==> src/rtl/data_mem_io.sv <==
// Data-side memory and I/O block for a single-cycle CPU: word RAM, GPIO ports
// and a compare-match timer, decoded from the CPU byte address.
module data_mem_io #(
    parameter int RAM_WORDS = 64,
    parameter int GPIO_SYNC = 2
) (
    input  logic        clk,
    input  logic        reset,
    input  logic        memwrite,
    input  logic [31:0] addr,
    input  logic [31:0] writedata,
    output logic [31:0] readdata,
    input  logic [15:0] gpio_in,
    output logic [15:0] gpio_out,
    output logic        irq,
    output logic        addr_err
);

    localparam int AW = $clog2(RAM_WORDS);

    localparam logic [29:0] W_GPIO_OUT = 30'h100;
    localparam logic [29:0] W_GPIO_IN  = 30'h101;
    localparam logic [29:0] W_TCOUNT   = 30'h102;
    localparam logic [29:0] W_TCMP     = 30'h103;
    localparam logic [29:0] W_TCTRL    = 30'h104;

    logic [31:0]   mem [RAM_WORDS];
    logic [15:0]   sync_q [GPIO_SYNC];

    logic [15:0]   gpio_out_q, gpio_out_d;
    logic [31:0]   tcount_q, tcount_d;
    logic [31:0]   tcmp_q, tcmp_d;
    logic          en_q, en_d;
    logic          match_q, match_d;
    logic          autoclr_q, autoclr_d;
    logic          addr_err_q, addr_err_d;

    logic [AW-1:0] ram_idx;
    logic          ram_hit, sel_gpo, sel_gpi, sel_tcnt, sel_tcmp, sel_tctrl;
    logic          mapped, misaligned, hit_cmp;

    // Decode ignores addr[1:0]; misalignment is only reported, not blocking.
    assign ram_idx    = addr[AW+1:2];
    assign ram_hit    = (addr[31:AW+2] == '0);
    assign sel_gpo    = (addr[31:2] == W_GPIO_OUT);
    assign sel_gpi    = (addr[31:2] == W_GPIO_IN);
    assign sel_tcnt   = (addr[31:2] == W_TCOUNT);
    assign sel_tcmp   = (addr[31:2] == W_TCMP);
    assign sel_tctrl  = (addr[31:2] == W_TCTRL);
    assign mapped     = ram_hit | sel_gpo | sel_gpi | sel_tcnt | sel_tcmp | sel_tctrl;
    assign misaligned = (addr[1:0] != 2'b00);
    assign hit_cmp    = en_q && (tcount_q == tcmp_q);

    always_comb begin
        // NOTE: every always_comb output gets a default first so no path infers a latch.
        readdata = '0;
        if (ram_hit)        readdata = mem[ram_idx];
        else if (sel_gpo)   readdata = {16'h0000, gpio_out_q};
        else if (sel_gpi)   readdata = {16'h0000, sync_q[GPIO_SYNC-1]};
        else if (sel_tcnt)  readdata = tcount_q;
        else if (sel_tcmp)  readdata = tcmp_q;
        else if (sel_tctrl) readdata = {29'h0, autoclr_q, match_q, en_q};
    end

    always_comb begin
        gpio_out_d = gpio_out_q;
        tcmp_d     = tcmp_q;
        en_d       = en_q;
        autoclr_d  = autoclr_q;
        match_d    = match_q;
        tcount_d   = tcount_q;

        if (en_q) tcount_d = (hit_cmp && autoclr_q) ? 32'h0 : tcount_q + 32'd1;

        if (memwrite) begin
            if (sel_gpo)  gpio_out_d = writedata[15:0];
            if (sel_tcmp) tcmp_d     = writedata;
            if (sel_tcnt) tcount_d   = writedata;
            if (sel_tctrl) begin
                en_d      = writedata[0];
                autoclr_d = writedata[2];
                if (writedata[1]) match_d = 1'b0;
            end
        end

        // A match on the same edge as a W1C clear keeps MATCH set.
        if (hit_cmp) match_d = 1'b1;

        addr_err_d = memwrite && (misaligned || !mapped || sel_gpi);
    end

    always_ff @(posedge clk or posedge reset) begin
        if (reset) begin
            // NOTE: sequential state uses non-blocking assignments so all flops update together.
            gpio_out_q <= '0;
            tcount_q   <= '0;
            tcmp_q     <= 32'hFFFF_FFFF;
            en_q       <= 1'b0;
            match_q    <= 1'b0;
            autoclr_q  <= 1'b0;
            addr_err_q <= 1'b0;
            for (int i = 0; i < GPIO_SYNC; i++) sync_q[i] <= '0;
        end else begin
            gpio_out_q <= gpio_out_d;
            tcount_q   <= tcount_d;
            tcmp_q     <= tcmp_d;
            en_q       <= en_d;
            match_q    <= match_d;
            autoclr_q  <= autoclr_d;
            addr_err_q <= addr_err_d;
            sync_q[0]  <= gpio_in;
            for (int i = 1; i < GPIO_SYNC; i++) sync_q[i] <= sync_q[i-1];
        end
    end

    // NOTE: the RAM array has no reset; its contents survive reset and it maps to plain memory.
    always_ff @(posedge clk) begin
        if (memwrite && ram_hit && !reset) mem[ram_idx] <= writedata;
    end

    assign gpio_out = gpio_out_q;
    assign irq      = match_q;
    assign addr_err = addr_err_q;

endmodule

==> config.mk <==
export PLATFORM = sky130hd
export DESIGN_NAME = data_mem_io
export DESIGN_NICKNAME = d
export VERILOG_FILES = /design/src/rtl/data_mem_io.sv
export SDC_FILE = /design/constraint.sdc
export NUM_CORES = 2
export LEC_CHECK = 0
export BUFFER_PORTS_ARGS = -buffer_cell sky130_fd_sc_hd__buf_2
export CAP_MARGIN = 25
export CORE_MARGIN = 2
export CORE_UTILIZATION = 54
export CTS_CLUSTER_SIZE = 25
export DETAILED_ROUTE_END_ITERATION = 8
export PLACE_DENSITY = 0.74
export SLEW_MARGIN = 10
export SYNTH_ARGS = -nofsm -noshare
export SYNTH_HDL_FRONTEND = slang
export SYNTH_SLANG_ARGS = --single-unit
==> constraint.sdc <==
create_clock -name clk -period 8.1 [get_ports clk]
set_clock_uncertainty 0.05 [all_clocks]
set_input_delay 0.81 -clock clk [delete_from_list [all_inputs] [get_ports clk]]
set_output_delay 0.81 -clock clk [all_outputs]
set_load 0.1 [all_outputs]
-- Word-level counts from Yosys, hierarchy flattened
Memories as Yosys holds them, arrays and structs flattened.
Index checks and enable logic that the tools add are counted.
- bitwise operators: 5
- reductions and logical operators: 18
- $add $sub $neg: 1
- equal/unequal tests: 6
- mux-type cells: 16
- operators with widths (cell ; count):
    $mux 32 ; 9
    $eq 30x9->1 const B ; 5
    $add 32x1->32 const B ; 1
    $eq 32x32->1 ; 1
    $logic_not 24->1 ; 1
    $reduce_bool 2->1 ; 4
    $mux 1 ; 6
    $reduce_and 2->1 ; 3
    $logic_and 1x1->1 ; 5
    $or 1x1->1 ; 5
    $mux 3 ; 1
    $reduce_and 3->1 ; 1
    $logic_not 1->1 ; 2
    $logic_or 1x1->1 ; 2
- output and inout bits: 50
- memory bits (writable): 2048
- memories: 1
- word-level logic and storage cells: 56
- input bits: 83
- bits in registers: 116
- memories (memory ; words ; width ; read ports ; clocked after memory_dff ; wr ports ; line ; text):
    mem ; 64 ; 32 ; 1 ; 0 ; 1 ; 27 ; logic [31:0] mem [RAM_WORDS];

-- Depth between registers and ports, before layout
- depth in word-level cells: 10
- depth in mapped cells: 12
- depth with buffers taken out: 8

-- Least setup slack after synthesis
No wires, ideal clock.
- path kind: input to register
- start point: input port reset
- end point: memory mem[17][0], enable pin
- library setup time: 0.421 ns
- buffers on the path: 0
- arrival time: 5.536 ns
- required time: 7.629 ns
- path slack: 2.093 ns
- cell stages on the path: 3
- cell sequence: inv_1 -> nand4_1 -> nor2_1
- longest elaborated chain between the ends: 4
- ends and longest elaborated chain (what ; line ; text):
    start, declared ; 8 ; input logic reset,
    $logic_not 1->1 ; 118 ; if (memwrite && ram_hit && !reset) mem[ram_idx] <= writedata;
    $logic_and 1x1->1 ; 118 ;
    $mux 1 ; 118 ;
    $mux 1 (not written as such) ; 118 ;
    end, declared ; 27 ;
No other way between the ends.

-- Final worst setup path
- start point: input port addr[4]
- end point: output port readdata[8]
- longest elaborated chain between the ends: 6
- elaborated cells on any way between the ends: 10
- classes of those cells: eq/ne: 4; mux: 5; memory: 1
- ends and longest elaborated chain (what ; line ; text):
    start, declared ; 10 ; input logic [31:0] addr,
    $eq 30x9->1 ; 48 ; assign sel_tcmp = (addr[31:2] == W_TCMP);
    $mux 32 ; 61 ; else if (sel_tcmp) readdata = tcmp_q;
    $mux 32 ; 60 ; else if (sel_tcnt) readdata = tcount_q;
    $mux 32 ; 59 ; else if (sel_gpi) readdata = {16'h0000, sync_q[GPIO_SYNC-1]};
    $mux 32 ; 58 ; else if (sel_gpo) readdata = {16'h0000, gpio_out_q};
    $mux 32 (*) ; 57 ; if (ram_hit) readdata = mem[ram_idx];
    end, declared ; 12 ; output logic [31:0] readdata,
Mark *: on every way between the ends. The rest lies on a longest branch, timed or not.

==> reports/qor.txt <==
outcome - finished with violations
failing checks - DRC
final setup margin - 1.54 ns
post-cts hold buffer count - 15
R2R cell count - 7
routed len/inst - 40.4 um
drt via density - 7.32
Final Cycle Share - 0.810
count of state elements after synthesis - 2164
Post-CTS Setup Inserts - 0
internal power - 17.8 mW
CP max FO - 99
die width - 400 um
unrepaired setup endpoints after global routing - false
Post-synth EDFFs - 2048
gate count of the mapped netlist - 4675
Static Leak - 31.2 nW
DRT antenna net count - 0
Switching Power - 5.31 mW
CTS sink cnt - 2164
total wire length - 289 mm
Non-Filler Instances - 7163
Placeable Area - 156000 sq um
clk buf depth - 3
DR iter-0 viols - 12000
total power - 23.1 mW
post-DP HPWL - 165 mm
H-tree levels - 4
filler cell count - 10800
share of async-settable or async-resettable flops after synthesis - 0.0536
DR pass1 iterations - 9
Yosys warnings - 0
CTS clock-pin slew for the worst setup and hold paths - 0.06 ns
Die Span Y - 400 um
Hold WC Path Type - in2reg
Crit. End Element - primary output
Gate power share - 0.060
Reg-to-Reg Start - tcount_q[14]$_DFF_PP0_
routability cong. - 0.998
Final #Nets - 5014
switching part of the total - 0.230
largest net degree at the start of global routing - 103
Clk pwr share - 0.409
Num CTS Buffers - 205
Seq pwr share - 0.531
gr usage total - 0.361
Register Area - 64400 sq um
critical path data arrival time - 5.70 ns
final hold vios - 0
Netlist cell types - 77
share of layout cells above drive strength 1 - 0.217
DP Worst Slack - 2.09 ns
Worst Setup EP - readdata[8]
vias - 52400
num rows - 145
startpoint types - primary input
area of the multi-input gates - 19100 sq um
CTS tree - built
Worst Max-Slew Pin Slew - 1.43 ns
# port buffers - 132
full die area - 160000 sq um
Placed Instance Area - 88500 sq um
initial antenna violation count - 27
Crit Reg-Reg Endpoint - tcount_q[27]$_DFF_PP0_
path type of the worst setup path - in2out
number of global-route vias before repair - 48700
drt drc - 8
slew margin rel. - 0.0456
Final min period - 6.56 ns
Initial Util - 0.543
post_cts resized - 0
peak supply drop - 243 uV
Post-Syn Area - 84700 sq um
register area share after synthesis - 0.761
MaxCap Viol Count - 0
# IOs - 133
clock latency on the worst-skew pair - 0.88 ns
final instance area - 95400 sq um
Main synth FF type - edfxtp_1
Worst Setup SP - addr[4]
synthesized area per cell - 18.1 sq um
Slew Limit Fails - 0
Power Dens Cells - 242 nW/um^2
first-pass GRT wire length - 394 mm
Required @ worst endpoint - 7.24 ns
final setup fails - 0
fmax - 152 MHz
root buf cell - clkbuf_16
synth-to-layout area growth - 12.7%
R2R Setup Slk - 5.15 ns
final setup TNS - 0 ns
dpl cells - 6756
post-synth net total - 4759
overflow left after global routing - 0
through the flow:
stage,hold WS [ns],util
3_3_place_gp,0.284,0.567
5_1_grt,0.00726,0.611
2_1_floorplan,0.281,-
4_1_cts,0.00457,0.610
3_5_place_dp,0.285,0.567
6_report,0.0222,0.612
power groups by stage:
stage	logic, mW	registers (mW)	clock network [mW]
after floorplan	0.589	12.5	0
after global placement	1.25	12.5	0
after detailed placement	1.27	12.5	0
after CTS	1.29	12.2	9.42
after global routing	1.36	12.2	9.87
final	1.38	12.2	9.44
worst min path at each step:
stage / slack, ns / endpoint / cells past startpoint / start
2_1_floorplan: 0.28 / sync_q[0]$_DFF_PP0_ / 0 / sync_q[16]$_DFF_PP0_
3_3_place_gp: 0.28 / sync_q[7]$_DFF_PP0_ / 0 / sync_q[23]$_DFF_PP0_
3_5_place_dp: 0.28 / sync_q[8]$_DFF_PP0_ / 0 / sync_q[24]$_DFF_PP0_
4_1_cts: 0.005 / sync_q[21]$_DFF_PP0_ / 1 / gpio_in[5]
5_1_grt: 0.007 / sync_q[21]$_DFF_PP0_ / 1 / gpio_in[5]
6_report: 0.02 / sync_q[21]$_DFF_PP0_ / 1 / gpio_in[5]
worst max-delay path, cell delays in order:
cell	delay, ns
buf_8	0.43
buf_12	0.60
nor2b_4	0.76
buf_4	0.46
a221oi_1	0.17
nor2_1	0.14
a221oi_1	0.06
o22ai_1	0.21
a21oi_1	0.07
a221oi_1	1.18
buf_2	0.61
state kept, by name, indices dropped and copies added (netlist names):
signal / count
mem: 2048
sync_q: 32
tcmp_q: 32
tcount_q: 32
gpio_out: 16
addr_err: 1
autoclr_q: 1
en_q: 1
irq: 1
synth_stat cells, types with 9 or more instances:
library cell  number  area, sq um
edfxtp_1        2048        61500
mux2i_1          290         2900
a221oi_1         209         1830
nor2_1           202          758
nand2_1          174          653
mux4_2           166         3740
mux2_2           152         1710
a21oi_1          135          676
a22oi_1          134         1010
o21ai_0          130          651
o22ai_1          125          782
buf_2            121          606
clkbuf_1          92          345
dfrtp_1           84         2100
a22o_1            43          377
buf_4             43          323
buf_6             37          417
o31ai_1           35          263
xor2_1            34          298
a221o_1           33          330
dfstp_2           32          841
nand3_1           29          145
xnor2_1           29          254
buf_1             24         90.1
nor4_1            24          150
nor3_1            23          115
o221ai_1          17          149
mux2_1            14          158
nand4_1           14         87.6
o2bb2ai_1         14          123
a211oi_1          13         97.6
and3_1            13         81.3
a222oi_1          10          100
a31oi_1            9         56.3
o211ai_1           9         67.6
cell families after synthesis:
kind of cell               count (synthesis)  share of synthesized area
DFF                                     2164                      0.761
AOI/OAI and AO/OA                        968                     0.0824
muxes                                    626                      0.101
and+or+nand+nor                          524                     0.0273
buffers and inverters                    329                     0.0216
xor gates and xnor gates                  63                    0.00652
adders and majority gates                  1                   0.000148
cell usage in the layout, fill, tap and decap left out, types with 38 or more instances in the layout:
cell type,n
clkinv_2,41
a22oi_1,134
mux4_2,166
o21ai_0,129
mux2i_1,290
nor2_1,132
nand2_1,174
mux2_2,152
clkbuf_16,206
clkinv_1,38
dfrtp_1,84
clkbuf_1,42
a221oi_1,209
a22o_1,43
buf_4,200
edfxtp_1,2048
nor2_4,69
a21oi_1,135
o22ai_1,124
buf_2,128
cell type report:
class | instances | share of cell area
Sequential cell | 2164 | 0.675
Multi-Input combinational cell | 2182 | 0.200
Clock buffer | 255 | 0.0566
Timing Repair Buffer | 366 | 0.0282
Tap cell | 2058 | 0.0270
Clock inverter | 115 | 0.0122
Inverter | 11 | 0.000564
Antenna cell | 12 | 0.000315
per-layer routing:
metal / track usage / wire length (um)
met1: 0.460 / 92300
met2: 0.503 / 122000
met3: 0.159 / 51400
met4: 0.230 / 23200
met5: 0.0106 / 374
No activity file was read; power rests on OpenSTA's default activity.
